**config.mk**
```make
export PLATFORM = sky130hd
export DESIGN_NAME = alu
export DESIGN_NICKNAME = d
export VERILOG_FILES = /design/src/rtl/alu_pkg.sv /design/src/rtl/alu_shifter.sv /design/src/rtl/alu.sv
export SDC_FILE = /design/constraint.sdc
export NUM_CORES = 1
export LEC_CHECK = 0
export BUFFER_PORTS_ARGS = -buffer_cell sky130_fd_sc_hd__buf_2
export CORE_ASPECT_RATIO = 1.5
export CORE_MARGIN = 5
export CORE_UTILIZATION = 55
export CTS_BUF_LIST = sky130_fd_sc_hd__clkbuf_4 sky130_fd_sc_hd__clkbuf_8
export DETAILED_ROUTE_END_ITERATION = 10
export PLACE_DENSITY = 0.87
export SETUP_SLACK_MARGIN = 0.2
export SYNTH_ARGS = -nofsm -noshare
export SYNTH_HDL_FRONTEND = slang
export SYNTH_SLANG_ARGS = --single-unit
```
**constraint.sdc**
```tcl
create_clock -name clk -period 0.8 [get_ports clk]
set_input_delay 0.08 -clock clk [delete_from_list [all_inputs] [get_ports clk]]
set_output_delay 0.08 -clock clk [all_outputs]
set_load 0.02 [all_outputs]
```
**src/rtl/alu_pkg.sv**
```systemverilog
`default_nettype none
// +------------------------------------------------------------+
// | alu_pkg -- opcodes, flag indices and widths for the ALU     |
// | Rev 1.0                                                     |
// +------------------------------------------------------------+
package alu_pkg;

  localparam int WIDTH = 16;
  localparam int FLAGW = 3;

  localparam logic [2:0] OP_ADD = 3'd0;
  localparam logic [2:0] OP_SUB = 3'd1;
  localparam logic [2:0] OP_AND = 3'd2;
  localparam logic [2:0] OP_OR  = 3'd3;
  localparam logic [2:0] OP_SLL = 3'd4;
  localparam logic [2:0] OP_SRL = 3'd5;
  localparam logic [2:0] OP_SRA = 3'd6;
  localparam logic [2:0] OP_ROR = 3'd7;

  // Shifter modes match the low two opcode bits of the shift group.
  localparam logic [1:0] SH_SLL = 2'd0;
  localparam logic [1:0] SH_SRL = 2'd1;
  localparam logic [1:0] SH_SRA = 2'd2;
  localparam logic [1:0] SH_ROR = 2'd3;

  localparam int F_Z = 2;
  localparam int F_V = 1;
  localparam int F_N = 0;

endpackage
`default_nettype wire

```
**src/rtl/alu_shifter.sv**
```systemverilog
`default_nettype none
// +------------------------------------------------------------+
// | alu_shifter -- 16-bit log barrel shifter (SLL/SRL/SRA/ROR)  |
// | Rev 1.0                                                     |
// +------------------------------------------------------------+
module alu_shifter
  import alu_pkg::*;
(
  input  logic [WIDTH-1:0] din,
  input  logic [3:0]       amt,
  input  logic [1:0]       mode,
  output logic [WIDTH-1:0] dout
);

  logic [WIDTH-1:0] stg [0:4];

  assign stg[0] = din;

  // Stage k moves the data by 2**k; right shifts take their fill from the
  // wrapped low bits (ROR) or the sign bit, which earlier stages preserve (SRA).
  for (genvar k = 0; k < 4; k++) begin : g_stage
    localparam int N = 1 << k;
    logic [N-1:0]     fill;
    logic [WIDTH-1:0] shl;
    logic [WIDTH-1:0] shr;

    assign fill = (mode == SH_ROR) ? stg[k][N-1:0]
                                   : {N{(mode == SH_SRA) & stg[k][WIDTH-1]}};
    assign shl  = {stg[k][WIDTH-1-N:0], {N{1'b0}}};
    assign shr  = {fill, stg[k][WIDTH-1:N]};
    assign stg[k+1] = !amt[k]          ? stg[k] :
                      (mode == SH_SLL) ? shl    : shr;
  end

  assign dout = stg[4];

endmodule
`default_nettype wire

```
**src/rtl/alu.sv**
```systemverilog
`default_nettype none
// +------------------------------------------------------------+
// | alu -- 16-bit ALU, one-cycle registered result and Z/V/N    |
// | Rev 1.0                                                     |
// +------------------------------------------------------------+
module alu #(
  parameter int WIDTH = 16,
  parameter int FLAGW = 3
) (
  input  logic             clk,
  input  logic             rst_n,
  input  logic [WIDTH-1:0] A,
  input  logic [WIDTH-1:0] B,
  input  logic [2:0]       op,
  input  logic [FLAGW-1:0] lastFlag,
  input  logic [3:0]       imm,
  output logic [WIDTH-1:0] out,
  output logic [FLAGW-1:0] flag
);
  import alu_pkg::*;

  logic [WIDTH-1:0] sum;
  logic [WIDTH-1:0] diff;
  logic [WIDTH-1:0] shifted;
  logic [WIDTH-1:0] res;
  logic [FLAGW-1:0] flag_d;
  logic             arith;
  logic             ovf;

  assign sum  = A + B;
  assign diff = A - B;

  alu_shifter u_shifter (
    .din  (A),
    .amt  (imm),
    .mode (op[1:0]),
    .dout (shifted)
  );

  always_comb begin
    res   = shifted;
    arith = 1'b0;
    ovf   = 1'b0;
    case (op)
      OP_ADD: begin
        res   = sum;
        arith = 1'b1;
        ovf   = (A[WIDTH-1] == B[WIDTH-1]) && (sum[WIDTH-1] != A[WIDTH-1]);
      end
      OP_SUB: begin
        res   = diff;
        arith = 1'b1;
        ovf   = (A[WIDTH-1] != B[WIDTH-1]) && (diff[WIDTH-1] != A[WIDTH-1]);
      end
      OP_AND:  res = A & B;
      OP_OR:   res = A | B;
      default: res = shifted;
    endcase
  end

  // V and N carry over from the caller's flags unless the op is arithmetic.
  always_comb begin
    flag_d      = lastFlag;
    flag_d[F_Z] = (res == '0);
    if (arith) begin
      flag_d[F_V] = ovf;
      flag_d[F_N] = res[WIDTH-1];
    end
  end

  always_ff @(posedge clk or negedge rst_n) begin
    if (!rst_n) begin
      out  <= '0;
      flag <= '0;
    end else begin
      out  <= res;
      flag <= flag_d;
    end
  end

endmodule
`default_nettype wire

```
==> flow_summary_export.csv, run 1 <==
group,metric,value,unit
run_status,outcome,"aborted with a tool error",
run_status,failing_step,"global routing",
run_status,error_line,"[ERROR GRT-0116] Global routing finished with congestion. Check the congestion regions in the DRC Viewer.",
global_routing,grt_pass1_wl,59500,um
placed_design,dp.cells,1054,
synthesis,synth_nets,770,
synthesis,synth_top_area_cell,"ha_1",
synthesis,synth_edf_count,0,
clock_network,clockRootBuffer,"clkbuf_8",
synthesis,synthCells,677,
global_routing,overflow,31,
synthesis,synthArstFlopShare,100,%
synthesis,synth_ff_type,"dfrtp_1",
clock_network,h-tree-depth,1,
synthesis,ys_ff_latch,19,
synthesis,synth_top_area_share,12.2,%
global_routing,grt.total_usage,71.6,%
synthesis,avgSynthCellArea,7.15,um^2
floorplan,die_height,125,um
floorplan,ios,63,
global_routing,grt_pass1_vias,9590,
clock_network,cts_buffers,3,
synthesis,synth.cell_area,4840,um^2
placed_design,place_congestion,1.21,
global_routing,grt_max_degree,20,
synthesis,yosys_warnings,0,
synthesis,ys_types,85,
synthesis,synthTopCellsByArea,"ha_1 (12%), dfrtp_1 (9.8%), nor2_1 (5.4%)",
floorplan,dieWidth,86.6,um
clock_network,cts.path.max_buffers,2,
placed_design,hpwl,20000,um
placed_design,portBuffers,61,
placed_design,placedInstanceArea,7270,um^2
clock_network,clock-sinks,19,
floorplan,start_util,55.5,%
synthesis,synth_seq_area_share,9.83,%
floorplan,fp-row-count,42,
## layer usage
layer / GRT overflow / GRT usage, %
met3: 0 / 58.6
met5: 0 / 25.3
met4: 20 / 70.3
met2: 11 / 87.3
met1: 0 / 69.7
## stage by stage
stage	setup slack, ns	util (%)
detailed placement	-2.19	83.4
CTS	-1.70	92.3
floorplan	-1.65	-
global placement	-2.05	83.4
## synthesized netlist by cell type, types with 7 or more instances
master,n
nor2_1,69
a21oi_1,50
inv_1,48
ha_1,47
o21ai_0,39
nand2_1,32
nor3_1,22
buf_2,21
nand3_1,21
nand2b_1,20
o211ai_1,20
dfrtp_1,19
clkbuf_1,14
mux2i_1,13
a211oi_1,12
or3_1,11
o22ai_1,10
a211o_1,9
nand4_1,9
xnor2_1,9
a21o_1,8
nor2b_1,8
o31ai_1,7
or3b_2,7
## kinds of logic after synthesis
group,synth area share (%)
fa+ha+maj,13.0
xor+xnor,1.63
buf+inv,9.15
flops,9.83
compound gates,37.1
mux,3.15
simple gates,26.1
## timing repair
| action | 4_1_cts |
|---|---|
| gates resized for setup | 147 |
| pin swaps | 56 |
| hold buffers | 1 |
| endpoints found under the setup margin | 38 |
| buffers inserted | 19 |
| hold endpoints to repair | 19 |
==> run 2, diff against run 1 <==
Settings changed: CORE_ASPECT_RATIO 1.5 to unset, CORE_UTILIZATION 55 to 40, CTS_BUF_LIST sky130_fd_sc_hd__clkbuf_4 sky130_fd_sc_hd__clkbuf_8 to unset, PLACE_DENSITY 0.87 to unset, PLACE_DENSITY_LB_ADDON set to 0.15, SETUP_SLACK_MARGIN 0.2 to unset.
Clock period 0.8 ns to 1 ns, I/O delays scaled along.
==> run 2 against run 1 <==
Effect of this change:
- the flow now finishes, with violations (negative setup slack)
- synthesized cell count did not move
- area after synthesis unchanged
==> flow_summary_export.csv, run 2 <==
group,metric,value,unit
final_layout,fin_util,70.2,%
final_layout,regArea,475,um^2
synthesis,synthArstFlopShare,100,%
synthesis,synthCells,677,
route,finalWirelength,22300,um
timing,fin_ws,-1.49,ns
clock_network,cts_buffers,3,
floorplan,ios,63,
route,detail_route.wl_per_cell,19.6,um
synthesis,synth_ff_type,"dfrtp_1",
global_routing,grt_max_degree,25,
final_layout,multi_input_area,4600,um^2
timing,finalSetupViolCount,19,
synthesis,synth_top_area_cell,"ha_1",
final_layout,fin_cells,1137,
final_layout,reg_top3,"out x16, flag x3",
route,viasPerCell,5.96,
timing,fin_crit,2.49,ns
synthesis,avgSynthCellArea,7.15,um^2
synthesis,synth.cell_area,4840,um^2
global_routing,overflow,0,
synthesis,synthMuxAreaShare,3.15,%
setup_path,cp.arrival,2.64,ns
final_layout,largest_register,"out",
timing,fmax,401,MHz
synthesis,synth_xor_area_share,1.63,%
synthesis,ys_ff_latch,19,
placed_design,pre_cts_slack,-1.93,ns
route,first_pass_iters,6,
clock_network,cts_tree,"done",
placed_design,place_congestion,1.06,
clock_network,cts.path.max_buffers,2,
final_layout,final_area,8360,um^2
run_status,outcome,"finished with violations",
synthesis,synth_top_area_share,12.2,%
floorplan,core_area,11900,um^2
synthesis,synth_commonest_cells,"nor2_1 (69), a21oi_1 (50), inv_1 (48)",
clock_network,clock-sinks,19,
synthesis,yosys.area_share.simple,26.1,%
route,drt_iter0_markers,500,
route,drc,0,
floorplan,die_height,120,um
final_layout,drive_gt1_share,49.3,%
clock_network,clkTransAtPathRegs,0.05,ns
synthesis,synth_nets,770,
final_layout,n_antenna_cell,0,
global_routing,grt_pass1_wl,34600,um
global_routing,grt_pass1_vias,6559,
floorplan,die_area,14400,um^2
route,num_vias,6780,
final_layout,layout_common_cells,"buf_4 (265), nor2_1 (64), buf_2 (49)",
final_layout,final_common_cell,"buf_4",
final_layout,area_growth,72.8,%
floorplan,start_util,40.6,%
setup_path,worstSetupEndpointType,"register",
placed_design,portBuffers,61,
timing,slew_viol_final,0,
final_layout,fillerInstances,994,
power_and_ir_drop,finalPower,6.40,mW
synthesis,ys_types,85,
global_routing,grt.total_usage,30.0,%
placed_design,hpwl,17800,um
final_layout,largest_reg_flops,16,
synthesis,synth_compound_area_share,37.1,%
timing,rsz0062_at_grt,"yes",
global_routing,antenna_found_initial,0,
clock_network,h-tree-depth,1,
final_layout,nets,1084,
setup_path,worst-endpoint-required,1.15,ns
timing,fin_crit_sh,249,%
power_and_ir_drop,p_leak,3.88,nW
setup_path,worst_setup_path_start_kind,"input pin",
floorplan,fp-row-count,40,
timing,finalHoldViolCount,0,
synthesis,synthTopCellsByArea,"ha_1 (12%), dfrtp_1 (9.8%), nor2_1 (5.4%)",
setup_path,crit_fanout,3,
synthesis,synth-adder-area-share,13.0,%
clock_network,clockRootBuffer,"clkbuf_16",
timing,tightest_slew,0.482,ns
timing,slew_headroom,67.6,%
synthesis,synth_seq_area_share,9.83,%
power_and_ir_drop,power_density,765,nW/um^2
synthesis,yosys_warnings,0,
job,drv_cap,0,
synthesis,synth_edf_count,0,
floorplan,dieWidth,120,um
route,antenna_left,0,
power_and_ir_drop,peakVddDrop,0.527,mV
synthesis,synth_most_common_cell,"nor2_1",
placed_design,dp.cells,1101,
placed_design,placedInstanceArea,7380,um^2
timing,tns,-20.02,ns
synthesis,synth_top_family_by_area,"compound AO/OA/AOI/OAI gates",
timing,hold_ws,0.106,ns
hold_path,hp-class,"input pin to register",
setup_path,path_class,"input pin to register",
run_status,violations,"negative setup slack",
==> run 2: cell counts after synthesis <==
Identical to the previous run, type by type.
==> run 2: path summary, 6_finish.rpt <==
| check | slack, ns | start | endpoint | cells past startpoint |
|---|---|---|---|---|
| max | -1.49 | A[0] | flag[2] | 14 |
| max in group asynchronous | 0.41 | rst_n | out[4] | 2 |
| min | 0.11 | lastFlag[1] | flag[1] | 3 |
| min in group asynchronous | 0.32 | rst_n | out[1] | 2 |
==> run 2: worst max-delay path, cell delays in order <==
cell	delay, ns
buf_12	0.10
inv_12	0.03
ha_4	0.15
fa_2	0.37
nor2_4	0.13
o311ai_4	0.12
a2111oi_4	0.33
buf_4	0.19
nor3_2	0.04
a211o_1	0.25
a221oi_2	0.26
nor2_1	0.08
or2_1	0.24
nor4_2	0.25
==> run 2: routing by layer <==
metal / global-route usage, % / up-vias / part of all wire, %
met3: 4.81 / 78 / 8.0
met1: 36.4 / 3192 / 40
met5: 0 / - / 0
met4: 14.7 / 0 / 5.8
li1: - / 3178 / -
met2: 51.2 / 332 / 47
==> run 2: cells by family after synthesis <==
logic type | Yosys count
fa+ha+maj | 49
xor+xnor | 9
compound gates | 253
buf+inv | 95
simple gates | 237
flops | 19
mux | 15
==> run 2: area by class of cell <==
type | count | share of cell area (%)
Multi-Input combinational cell | 563 | 55.0
Timing Repair Buffer | 355 | 33.5
Sequential cell | 19 | 5.69
Inverter | 49 | 2.63
Tap cell | 147 | 2.20
Clock buffer | 3 | 0.898
Clock inverter | 1 | 0.0598
==> run 2: where the power goes <==
group	internal, mW	switching [mW]	leakage [nW]
combinational	2.31	2.40	3.62
sequential	0.874	0.0206	0.225
clock	0.534	0.253	0.0409
==> run 2: what timing repair did <==
| action | 4_1_cts | 5_1_grt |
|---|---|---|
| hold buffers | 1 | 0 |
| setup endpoints to repair | 19 | 19 |
| buffers inserted | 30 | 8 |
| hold endpoints to repair | 19 | 0 |
| pin swaps | 75 | 31 |
| gates resized for setup | 120 | 30 |
Power figures use the tool's default switching activity.
==> run 3, diff against run 2 <==
Settings changed: CTS_BUF_LIST set to sky130_fd_sc_hd__clkbuf_4.
==> run 3 against run 2 <==
Effect of this change:
- power down 6.0%
- largest cell class unchanged
- cell area down 0.13%
- the run still ends with negative setup slack left
- via count down 0.13%
- first-iteration DRC count up 6.0%
- non-clock buffer count down 1
==> flow_summary_export.csv, run 3 (synthesis gave the netlist of run 2 again) <==
group,metric,value,unit
run_status,outcome,"finished with violations",
run_status,violations,"negative setup slack",
floorplan,core_area,11900,um^2
route,antenna_left,0,
hold_path,holdPathStages,3,
global_routing,grt.total_usage,30.0,%
timing,fmax,404,MHz
final_layout,area_growth,72.6,%
route,drt_iter0_markers,530,
placed_design,portBuffers,61,
clock_network,clock-sinks,19,
power_and_ir_drop,p_leak,3.86,nW
global_routing,antenna_found_initial,0,
final_layout,final_area,8350,um^2
final_layout,largest_register,"out",
setup_path,worst-endpoint-required,1.20,ns
timing,tightest_slew,0.492,ns
route,detail_route.wl_per_cell,19.8,um
route,first_pass_iters,5,
final_layout,reg_top3,"out x16, flag x3",
final_layout,layout_common_cells,"buf_4 (259), nor2_1 (64), buf_2 (49)",
power_and_ir_drop,power_density,720,nW/um^2
final_layout,drive_gt1_share,49.8,%
floorplan,fp-row-count,40,
route,viasPerCell,5.96,
power_and_ir_drop,finalPower,6.01,mW
floorplan,die_height,120,um
timing,slew_viol_final,0,
final_layout,final_common_cell,"buf_4",
timing,tns,-19.27,ns
floorplan,ios,63,
clock_network,clockRootBuffer,"clkbuf_4",
global_routing,overflow,0,
hold_path,hp-class,"input pin to register",
final_layout,largest_reg_flops,16,
hold_path,min_from,"lastFlag[1]",
power_and_ir_drop,peakVddDrop,0.362,mV
final_layout,nets,1083,
route,finalWirelength,22400,um
timing,fin_ws,-1.48,ns
final_layout,fillerInstances,1004,
setup_path,path_cells,"buf_12, ha_4, fa_2, a211o_1, a21oi_2, o21ai_2, and2_4, a211o_1, a221oi_2, nor2_1, or2_1, nor4_2",
route,num_vias,6771,
setup_path,worstSetupEndpointType,"register",
setup_path,cp.arrival,2.68,ns
clock_network,h-tree-depth,1,
setup_path,path_class,"input pin to register",
floorplan,dieWidth,120,um
setup_path,worst_setup_path_start_kind,"input pin",
timing,finalHoldViolCount,0,
floorplan,die_area,14400,um^2
timing,finalSetupViolCount,19,
placed_design,hpwl,17800,um
setup_path,slowest_stage,"fa_2",
final_layout,fin_cells,1136,
timing,fin_crit,2.48,ns
placed_design,place_congestion,1.06,
clock_network,cts.path.max_buffers,2,
placed_design,dp.cells,1101,
job,drv_cap,0,
timing,slew_headroom,67.0,%
global_routing,grt_max_degree,25,
clock_network,cts_tree,"done",
placed_design,placedInstanceArea,7380,um^2
global_routing,grt_pass1_wl,34700,um
global_routing,grt_pass1_vias,6546,
timing,fin_crit_sh,248,%
route,drc,0,
setup_path,crit_fanout,3,
clock_network,clkTransAtPathRegs,0.10,ns
floorplan,start_util,40.6,%
clock_network,cts_buffers,3,
setup_path,cpPeakStageDelay,0.41,ns
timing,rsz0062_at_grt,"yes",
hold_path,min_to,"flag[1]",
final_layout,n_antenna_cell,0,
setup_path,cp_common_cell,"a211o_1",
==> run 3: per-stage QoR <==
| step | hold slack (ns) | worst slack (ns) | util [%] |
|---|---|---|---|
| 3_3_place_gp | 0.0321 | -1.86 | 62.0 |
| 6_report | 0.0584 | -1.48 | 70.1 |
| 5_1_grt | 0.0669 | -1.59 | 70.1 |
| 2_1_floorplan | -0.196 | -1.47 | - |
| 4_1_cts | 0.0396 | -1.42 | 68.2 |
| 3_5_place_dp | 0.0407 | -1.93 | 62.0 |
==> run 3: layer usage <==
metal / vias to the layer above / share of wire, % / track usage, %
li1: 3177 / - / -
met1: 3202 / 40 / 36.9
met2: 323 / 47 / 51.6
met3: 69 / 7.3 / 4.10
met4: 0 / 5.1 / 13.8
met5: - / 0 / 0
==> run 3: how the worst max path moves through the flow <==
stage                     startpoint  endpoint  slack, ns  cells after the start
after floorplan                 A[0]   flag[2]      -1.47                     12
after global placement          A[0]   flag[2]      -1.86                     12
after detailed placement        A[1]   flag[2]      -1.93                     13
after CTS                       A[0]   flag[2]      -1.42                     12
after global routing            A[0]   flag[2]      -1.59                     12
final                           A[0]   flag[2]      -1.48                     12
==> run 3: layout make-up <==
class	instances	area, um^2	area share [%]
clock buffers	3	22.5	0.270
clock inverters	1	5.00	0.0599
inverters	49	218	2.61
multi-input cells	563	4630	55.5
flip-flops and latches	19	475	5.69
well taps	147	184	2.20
repair buffers	354	2810	33.7
==> run 3: report_power, final <==
| part | internal, mW | switching [mW] |
|---|---|---|
| Combinational | 2.33 | 2.43 |
| Sequential | 0.871 | 0.0202 |
| Clock | 0.149 | 0.211 |
| Total | 3.35 | 2.66 |
==> run 3: timing repair <==
action                                  4_1_cts  5_1_grt
endpoints found under the hold margin        19        0
endpoints found under the setup margin       19       19
hold buffers                                  1        0
buffers inserted                             31       10
resized for setup                           117       47
pin swaps                                    79       35
==> run 3: critical path: cells and delay by family <==
| family | cells | cell delay, ns |
|---|---|---|
| adders and majority gates | 2 | 0.57 |
| buffers and inverters | 1 | 0.12 |
| and+or+nand+nor | 4 | 0.73 |
| AOI/OAI and AO/OA | 5 | 1.14 |
